===== config.mk =====
export PLATFORM = sky130hd
export DESIGN_NAME = exec_issue_arb
export DESIGN_NICKNAME = d
export VERILOG_FILES = /design/src/rtl/exec_issue_arb.sv
export SDC_FILE = /design/constraint.sdc
export NUM_CORES = 1
export LEC_CHECK = 0
export CAP_MARGIN = 5
export CORE_AREA = 2 2 205 207
export CTS_CLUSTER_DIAMETER = 80
export DETAILED_ROUTE_END_ITERATION = 6
export DIE_AREA = 0 0 207 209
export PLACE_DENSITY_LB_ADDON = 0.25
export SYNTH_ARGS = -nofsm -noshare
export SYNTH_HDL_FRONTEND = slang
export SYNTH_SLANG_ARGS = --single-unit

===== constraint.sdc =====
create_clock -name clk -period 4.37 [get_ports clk]
set_input_delay 0.437 -clock clk [delete_from_list [all_inputs] [get_ports clk]]
set_output_delay 0.437 -clock clk [all_outputs]
set_load 0.02 [all_outputs]

===== src/rtl/exec_issue_arb.sv =====
// Single-slot issue arbiter: round-robin grant among NUM_REQ requesters into one held bundle.
// Optional macro EXEC_ARB_BRANCH_PRIO_EN gives requester 0 (branch) absolute priority.
module exec_issue_arb #(
  parameter int NUM_REQ   = 3,
  parameter int PAYLOAD_W = 128
) (
  input  logic                           clk,
  input  logic                           rst_n,
  input  logic                           flush_i,
  input  logic [NUM_REQ-1:0]             req_valid_i,
  output logic [NUM_REQ-1:0]             req_ready_o,
  input  logic [NUM_REQ*PAYLOAD_W-1:0]   req_payload_i,
  output logic                           ex_valid_o,
  input  logic                           ex_ready_i,
  output logic [PAYLOAD_W-1:0]           ex_payload_o,
  output logic [$clog2(NUM_REQ)-1:0]     ex_src_o
);

  localparam int SRC_W = $clog2(NUM_REQ);
  localparam logic [0:0] ST_EMPTY = 1'b0;
  localparam logic [0:0] ST_FULL  = 1'b1;

  logic [0:0]           state_q, state_d;
  logic [SRC_W-1:0]     rr_ptr_q, rr_ptr_d;
  logic [SRC_W-1:0]     src_q, src_d;
  logic [PAYLOAD_W-1:0] payload_q, payload_d;

  logic                 can_acc_s;
  logic                 found_s;
  logic                 prio_s;
  logic                 hs_s;
  logic [SRC_W-1:0]     grant_s;
  logic [NUM_REQ-1:0]   ready_s;
  int                   best_d_s;
  int                   dist_s;

  // Slot can take a bundle when empty or draining this cycle; never during flush or reset.
  always_comb begin
    can_acc_s = rst_n && !flush_i && ((state_q == ST_EMPTY) || ex_ready_i);
  end

  // Winner is the valid requester closest to rr_ptr going upward with wrap.
  always_comb begin
    found_s  = 1'b0;
    prio_s   = 1'b0;
    grant_s  = '0;
    best_d_s = NUM_REQ;
    dist_s   = 0;
    for (int i = 0; i < NUM_REQ; i++) begin
      dist_s = i - int'(rr_ptr_q);
      if (dist_s < 0) begin
        dist_s = dist_s + NUM_REQ;
      end else begin
        dist_s = dist_s;
      end
      if (req_valid_i[i] && (dist_s < best_d_s)) begin
        best_d_s = dist_s;
        grant_s  = SRC_W'(i);
        found_s  = 1'b1;
      end else begin
        best_d_s = best_d_s;
      end
    end
`ifdef EXEC_ARB_BRANCH_PRIO_EN
    if (req_valid_i[0]) begin
      found_s = 1'b1;
      grant_s = '0;
      prio_s  = 1'b1;
    end else begin
      prio_s  = 1'b0;
    end
`endif
  end

  // Ready goes only to the winner; it never looks at payload bits.
  always_comb begin
    ready_s = '0;
    for (int i = 0; i < NUM_REQ; i++) begin
      ready_s[i] = can_acc_s && found_s && (grant_s == SRC_W'(i));
    end
    hs_s = can_acc_s && found_s;
  end

  // Slot and pointer next-state; flush outranks both refill and drain.
  always_comb begin
    state_d   = state_q;
    rr_ptr_d  = rr_ptr_q;
    src_d     = src_q;
    payload_d = payload_q;
    if (flush_i) begin
      state_d = ST_EMPTY;
    end else if (hs_s) begin
      state_d   = ST_FULL;
      src_d     = grant_s;
      payload_d = req_payload_i[int'(grant_s)*PAYLOAD_W +: PAYLOAD_W];
      if (prio_s) begin
        rr_ptr_d = rr_ptr_q;
      end else if (grant_s == SRC_W'(NUM_REQ-1)) begin
        rr_ptr_d = '0;
      end else begin
        rr_ptr_d = grant_s + SRC_W'(1);
      end
    end else begin
      case (state_q)
        ST_FULL:  state_d = ex_ready_i ? ST_EMPTY : ST_FULL;
        ST_EMPTY: state_d = ST_EMPTY;
        default:  state_d = ST_EMPTY;
      endcase
    end
  end

  // State registers with asynchronous clear.
  always_ff @(posedge clk or negedge rst_n) begin
    if (!rst_n) begin
      state_q   <= ST_EMPTY;
      rr_ptr_q  <= '0;
      src_q     <= '0;
      payload_q <= '0;
    end else begin
      state_q   <= state_d;
      rr_ptr_q  <= rr_ptr_d;
      src_q     <= src_d;
      payload_q <= payload_d;
    end
  end

  assign req_ready_o  = ready_s;
  assign ex_valid_o   = (state_q == ST_FULL);
  assign ex_payload_o = payload_q;
  assign ex_src_o     = src_q;

endmodule

== Yosys cells after proc, flatten, opt, wreduce, memory -nomap -nowiden ==
Cells that the tools add are included.
Storage, ports and cells
  output and inout bits: 134
  input port bits: 391
  word-level logic and storage cells: 50
  bits in registers: 133
Operators by class
  equality and inequality tests: 2
  magnitude comparators: 6
  add/subtract/negate cells: 7
  muxes and demuxes: 15
  bitwise logic cells: 2
  reductions and logical operators: 13
  shifts and indexed selects: 1
Operators with widths (number)
  384-bit by 10-bit indexed part select with 128-bit output: 1
  32-bit 2-to-1 mux: 5
  32-bit < comparator: 2
  32-bit by 3-bit < comparator with 1-bit output, second input constant: 1
  3-bit by 3-bit adder with 4-bit output, second input constant: 3
  1-bit logical AND: 9
  3-bit by 1-bit < comparator with 1-bit output, second input constant: 3
  1-bit 2-to-1 mux: 7
  1-bit by 2-bit subtractor with 3-bit output, first input constant: 2
  2-bit 2-to-1 mux: 2
  2-bit by 2-bit subtractor with 3-bit output, first input constant: 1
  2-bit by 1-bit adder with 2-bit output, second input constant: 1
  2-bit by 1-bit equality test with 1-bit output, second input constant: 1
  2-bit equality test, second input constant: 1
  2-bit zero test: 1
  1-bit NOT: 2
  1-bit case mux with 2 select lines: 1
  2-bit AND reduction: 1
  1-bit zero test: 1
  1-bit logical OR: 1

== Depth between registers and ports, before layout ==
  word-level depth: 15
  mapped depth: 21
  mapped depth without buffers: 16

== Worst setup path after synthesis ==
No wires, ideal clock.
  kind: register -> output
  start point: register ex_src_o[0] (netlist name)
  end point: output port req_ready_o[2]
  required time: 3.933 ns
  buffers on the path: 3
  cell stages (with the launch flop): 17
  path slack: -0.258 ns
  data arrival time: 4.191 ns
  cells stage by stage: dfrtp_1 > inv_1 > ha_1 > nor2b_1 > ha_1 > o21ai_0 > a31oi_1 > nor2_1 > clkbuf_1 > clkbuf_1 > nand2_1 > ha_1 > or3b_4 > nor4_4 > a31oi_4 > buf_4 > nor4bb_1
RTL lines
  end, declared: line 11  | output logic [NUM_REQ-1:0] req_ready_o,

==> metrics.csv <==
stage,metric,value,unit
clock_tree,clk_path_buf_depth,2,
yosys,async_reset_ff_share,100,%
yosys,synth.area.top_cells,"dfrtp_1 41%, nand2_1 18%, a221o_1 16%",
yosys,synth_edf_count,0,
clock_tree,htree_levels,4,
yosys,ys_ff_latch,132,
clock_tree,cts_tree,done,
floorplan,coreArea,41300,um^2
run_status,status,"finished, final reports clean",
yosys,synth.most_common_cell,nand2_1,
placed_design,placed_cell_area,13800,um^2
yosys,synth_compound_area_share,25.1,%
timing,setup_viol,0,
clock_tree,cts_sinks,132,
routing,dr.pass1.iters,5,
yosys,yosys.area_share.adder,1.70,%
clock_tree,insertion_delay,0.43,ns
yosys,synth_fp_nets,1463,
yosys,netlist_instances,1061,
yosys,synth_area,8110,um^2
setup_path,critical_path_class,reg -> out,
global_routing,antenna_found_initial,2,
placed_design,io_buffer_count,524,
yosys,synthXorXnorAreaFrac,0,%
yosys,synthDistinctLibCells,34,
setup_path,cp-start-kind,flop,
timing,layout_min_cycle_time,4.18,ns
routing,wl_per_cell,17.4,um
timing,hold_viol,0,
global_routing,grt_max_degree,133,
floorplan,dieArea,43300,um^2
timing,setup_slack,0.188,ns
timing,timing.slew.headroom,39.9,%
timing,hold_slack,0.377,ns
routing,met3WireLength,2430,um
floorplan,die_h,209,um
routing,vias,9367,
finish,syn_to_final_growth,77.6,%
yosys,synth_top_family_by_area,simple AND/OR/NAND/NOR gates,
routing,wirelength,36300,um
finish,drive_gt1_share,4.68,%
floorplan,start_util,19.7,%
floorplan,ios,525,
routing,antenna_left,0,
power_and_ir_drop,totalPowerFinal,9.00,mW
power_and_ir_drop,powerDensity,625,nW/um^2
setup_path,cp_max_fo,5,
setup_path,end_kind,output port,
power_and_ir_drop,vdd_drop_max,0.708,mV
clock_tree,numCtsBuffers,17,
yosys,synth.top_cell.area_share,40.7,%
timing,slew_viol_final,0,
yosys,syn_area_per_cell,7.65,um^2
yosys,synthMuxAreaShare,0.139,%
clock_tree,clkTransAtPathRegs,0.06,ns
clock_tree,clk_root_buffer_cell,clkbuf_16,
finish,nNetsFinal,1929,
setup_path,arrival,3.75,ns
finish,fin_util,34.9,%
timing,clock.fmax,0.239,GHz
floorplan,rows,75,
job,maxCapViolCount,0,
min_path,min_path_type,in -> async,
yosys,synth_sequential_area_ratio,40.7,%
floorplan,die_x,207,um
placed_design,pre_cts_slack,-0.0804,ns
placed_design,hpwl,25400,um
timing,grt_setup_unrepaired,true,
yosys,yosys.area.top_type,dfrtp_1,
routing,top_layer_used,met4,
yosys,yosysWarnings,0,
global_routing,grt_pass1_wl,55100,um
global_routing,grt_use_total,16.4,%
routing,wl_met1,14900,um
power_and_ir_drop,p_leak,5.84,nW
yosys,ys.flop_type,dfrtp_1,
timing,fin_crit_sh,95.7,%
routing,wl_met2,18100,um
yosys,synth_top_cells_by_count,"390 x nand2_1, 132 x dfrtp_1, 129 x a21oi_1, 129 x nor2_1, 128 x a221o_1",
routing,drt_iter0_drc,525,
setup_path,required,3.93,ns
placed_design,gp_congestion,0.818,
global_routing,overflow,0,
timing,tightest_slew,0.901,ns
routing,viasPerCell,4.51,
finish,design_area,14400,um^2
yosys,yosys.area_share.simple,25.9,%
finish,fill_cells,4345,
timing,clock_skew,0.00703,ns
global_routing,grt_pass1_vias,9440,
routing,drc,0,
power by group:
group / internal [mW] / switching, mW / total (mW)
combinational: 2.37 / 3.01 / 5.38
clock: 0.922 / 0.572 / 1.49
sequential: 1.79 / 0.340 / 2.13
cell usage in the layout (no fill, tap or decap), types with 2 or more instances in the layout:
cell type / netlist / routed
a21o_1: 2 / 2
a21oi_1: 129 / 129
a221o_1: 128 / 128
and2_1: 4 / 3
buf_12: 0 / 4
buf_4: 5 / 21
bufinv_16: 0 / 3
clkbuf_1: 51 / 3
clkbuf_16: 0 / 17
clkbuf_8: 0 / 2
clkdlybuf4s50_1: 0 / 520
clkinv_2: 0 / 3
clkinvlp_4: 0 / 2
dfrtp_1: 132 / 132
ha_1: 11 / 11
inv_1: 6 / 5
nand2_1: 390 / 389
nand2b_1: 2 / 2
nor2_1: 129 / 128
nor2b_1: 4 / 3
o21a_1: 2 / 2
o21ai_0: 5 / 4
registers in the layout (all words and copies together) (netlist names):
| register | flops |
|---|---|
| ex_payload_o | 128 |
| ex_valid_o | 1 |
| ex_src_o | 2 |
| rr_ptr_q | 1 |
routing by layer:
layer / global-route usage, % / vias to the layer above
li1: - / 4588
met1: 19.2 / 4386
met2: 28.7 / 349
met3: 4.33 / 44
met4: 5.89 / 0
met5: 0 / -
per-stage QoR:
step | std cells | setup TNS [ns]
CTS | 2076 | 0
finish | 2079 | 0
global placement | 2044 | -0.00488
global route | 2079 | -0.120
detailed placement | 2044 | -0.0819
floorplan | 1061 | 0
worst paths after layout:
| check | to | slack (ns) | depth (start not counted) | start |
|---|---|---|---|---|
| max | req_ready_o[2] | 0.19 | 16 | ex_src_o[0]$_DFFE_PN0P_ |
| min | ex_payload_o[23]$_DFFE_PN0P_ | 0.38 | 2 | rst_n |
| max reg2reg | ex_payload_o[38]$_DFFE_PN0P_ | 0.27 | 19 | ex_src_o[0]$_DFFE_PN0P_ |
| min reg2reg | ex_src_o[1]$_DFFE_PN0P_ | 0.50 | 1 | ex_src_o[1]$_DFFE_PN0P_ |
| max in group asynchronous | ex_payload_o[92]$_DFFE_PN0P_ | 2.87 | 3 | rst_n |
| min in group clk | ex_src_o[1]$_DFFE_PN0P_ | 0.50 | 1 | ex_src_o[1]$_DFFE_PN0P_ |
cells by family (layout without fill, tap and decap cells):
| family | Yosys count | in the layout |
|---|---|---|
| adder cells (fa/ha/maj) | 11 | 11 |
| other | 1 | 2 |
| AND/OR/NAND/NOR | 538 | 538 |
| buffers and inverters | 107 | 585 |
| multiplexers | 1 | 1 |
| AO/OA/AOI/OAI | 271 | 271 |
| flip-flops | 132 | 132 |
cell type report:
class | count | area (um^2) | area share (%)
sequential | 132 | 3300 | 22.9
multi-input combinational | 822 | 4350 | 30.2
timing repair buffer | 548 | 5470 | 37.9
inverter | 6 | 22.5 | 0.156
clock buffer | 22 | 464 | 3.22
tap | 539 | 674 | 4.68
clock inverter | 9 | 129 | 0.894
antenna | 1 | 2.50 | 0.0174
critical path: stages, from the launching register on:
cell and delay [ns]:
dfrtp_1 0.42, inv_2 0.09, ha_1 0.17, buf_4 0.14
and2_1 0.16, ha_1 0.28, o21ai_2 0.09, a31oi_1 0.07
buf_4 0.15, nor2_4 0.07, nand2_1 0.06, ha_1 0.17
or3b_4 0.40, nor4_4 0.36, a31oi_4 0.16, nor4bb_4 0.31
buf_4 0.20
what timing repair did:
action                                 in CTS  in global routing
setup buffers                               0                  2
endpoints found under the hold margin       9                  0
hold buffers                                1                  0
gates resized for setup                     8                 11
setup endpoints to repair                   3                  3
gates cloned                                0                  0
pin swaps                                   0                  2
Power figures use the tool's default switching activity.
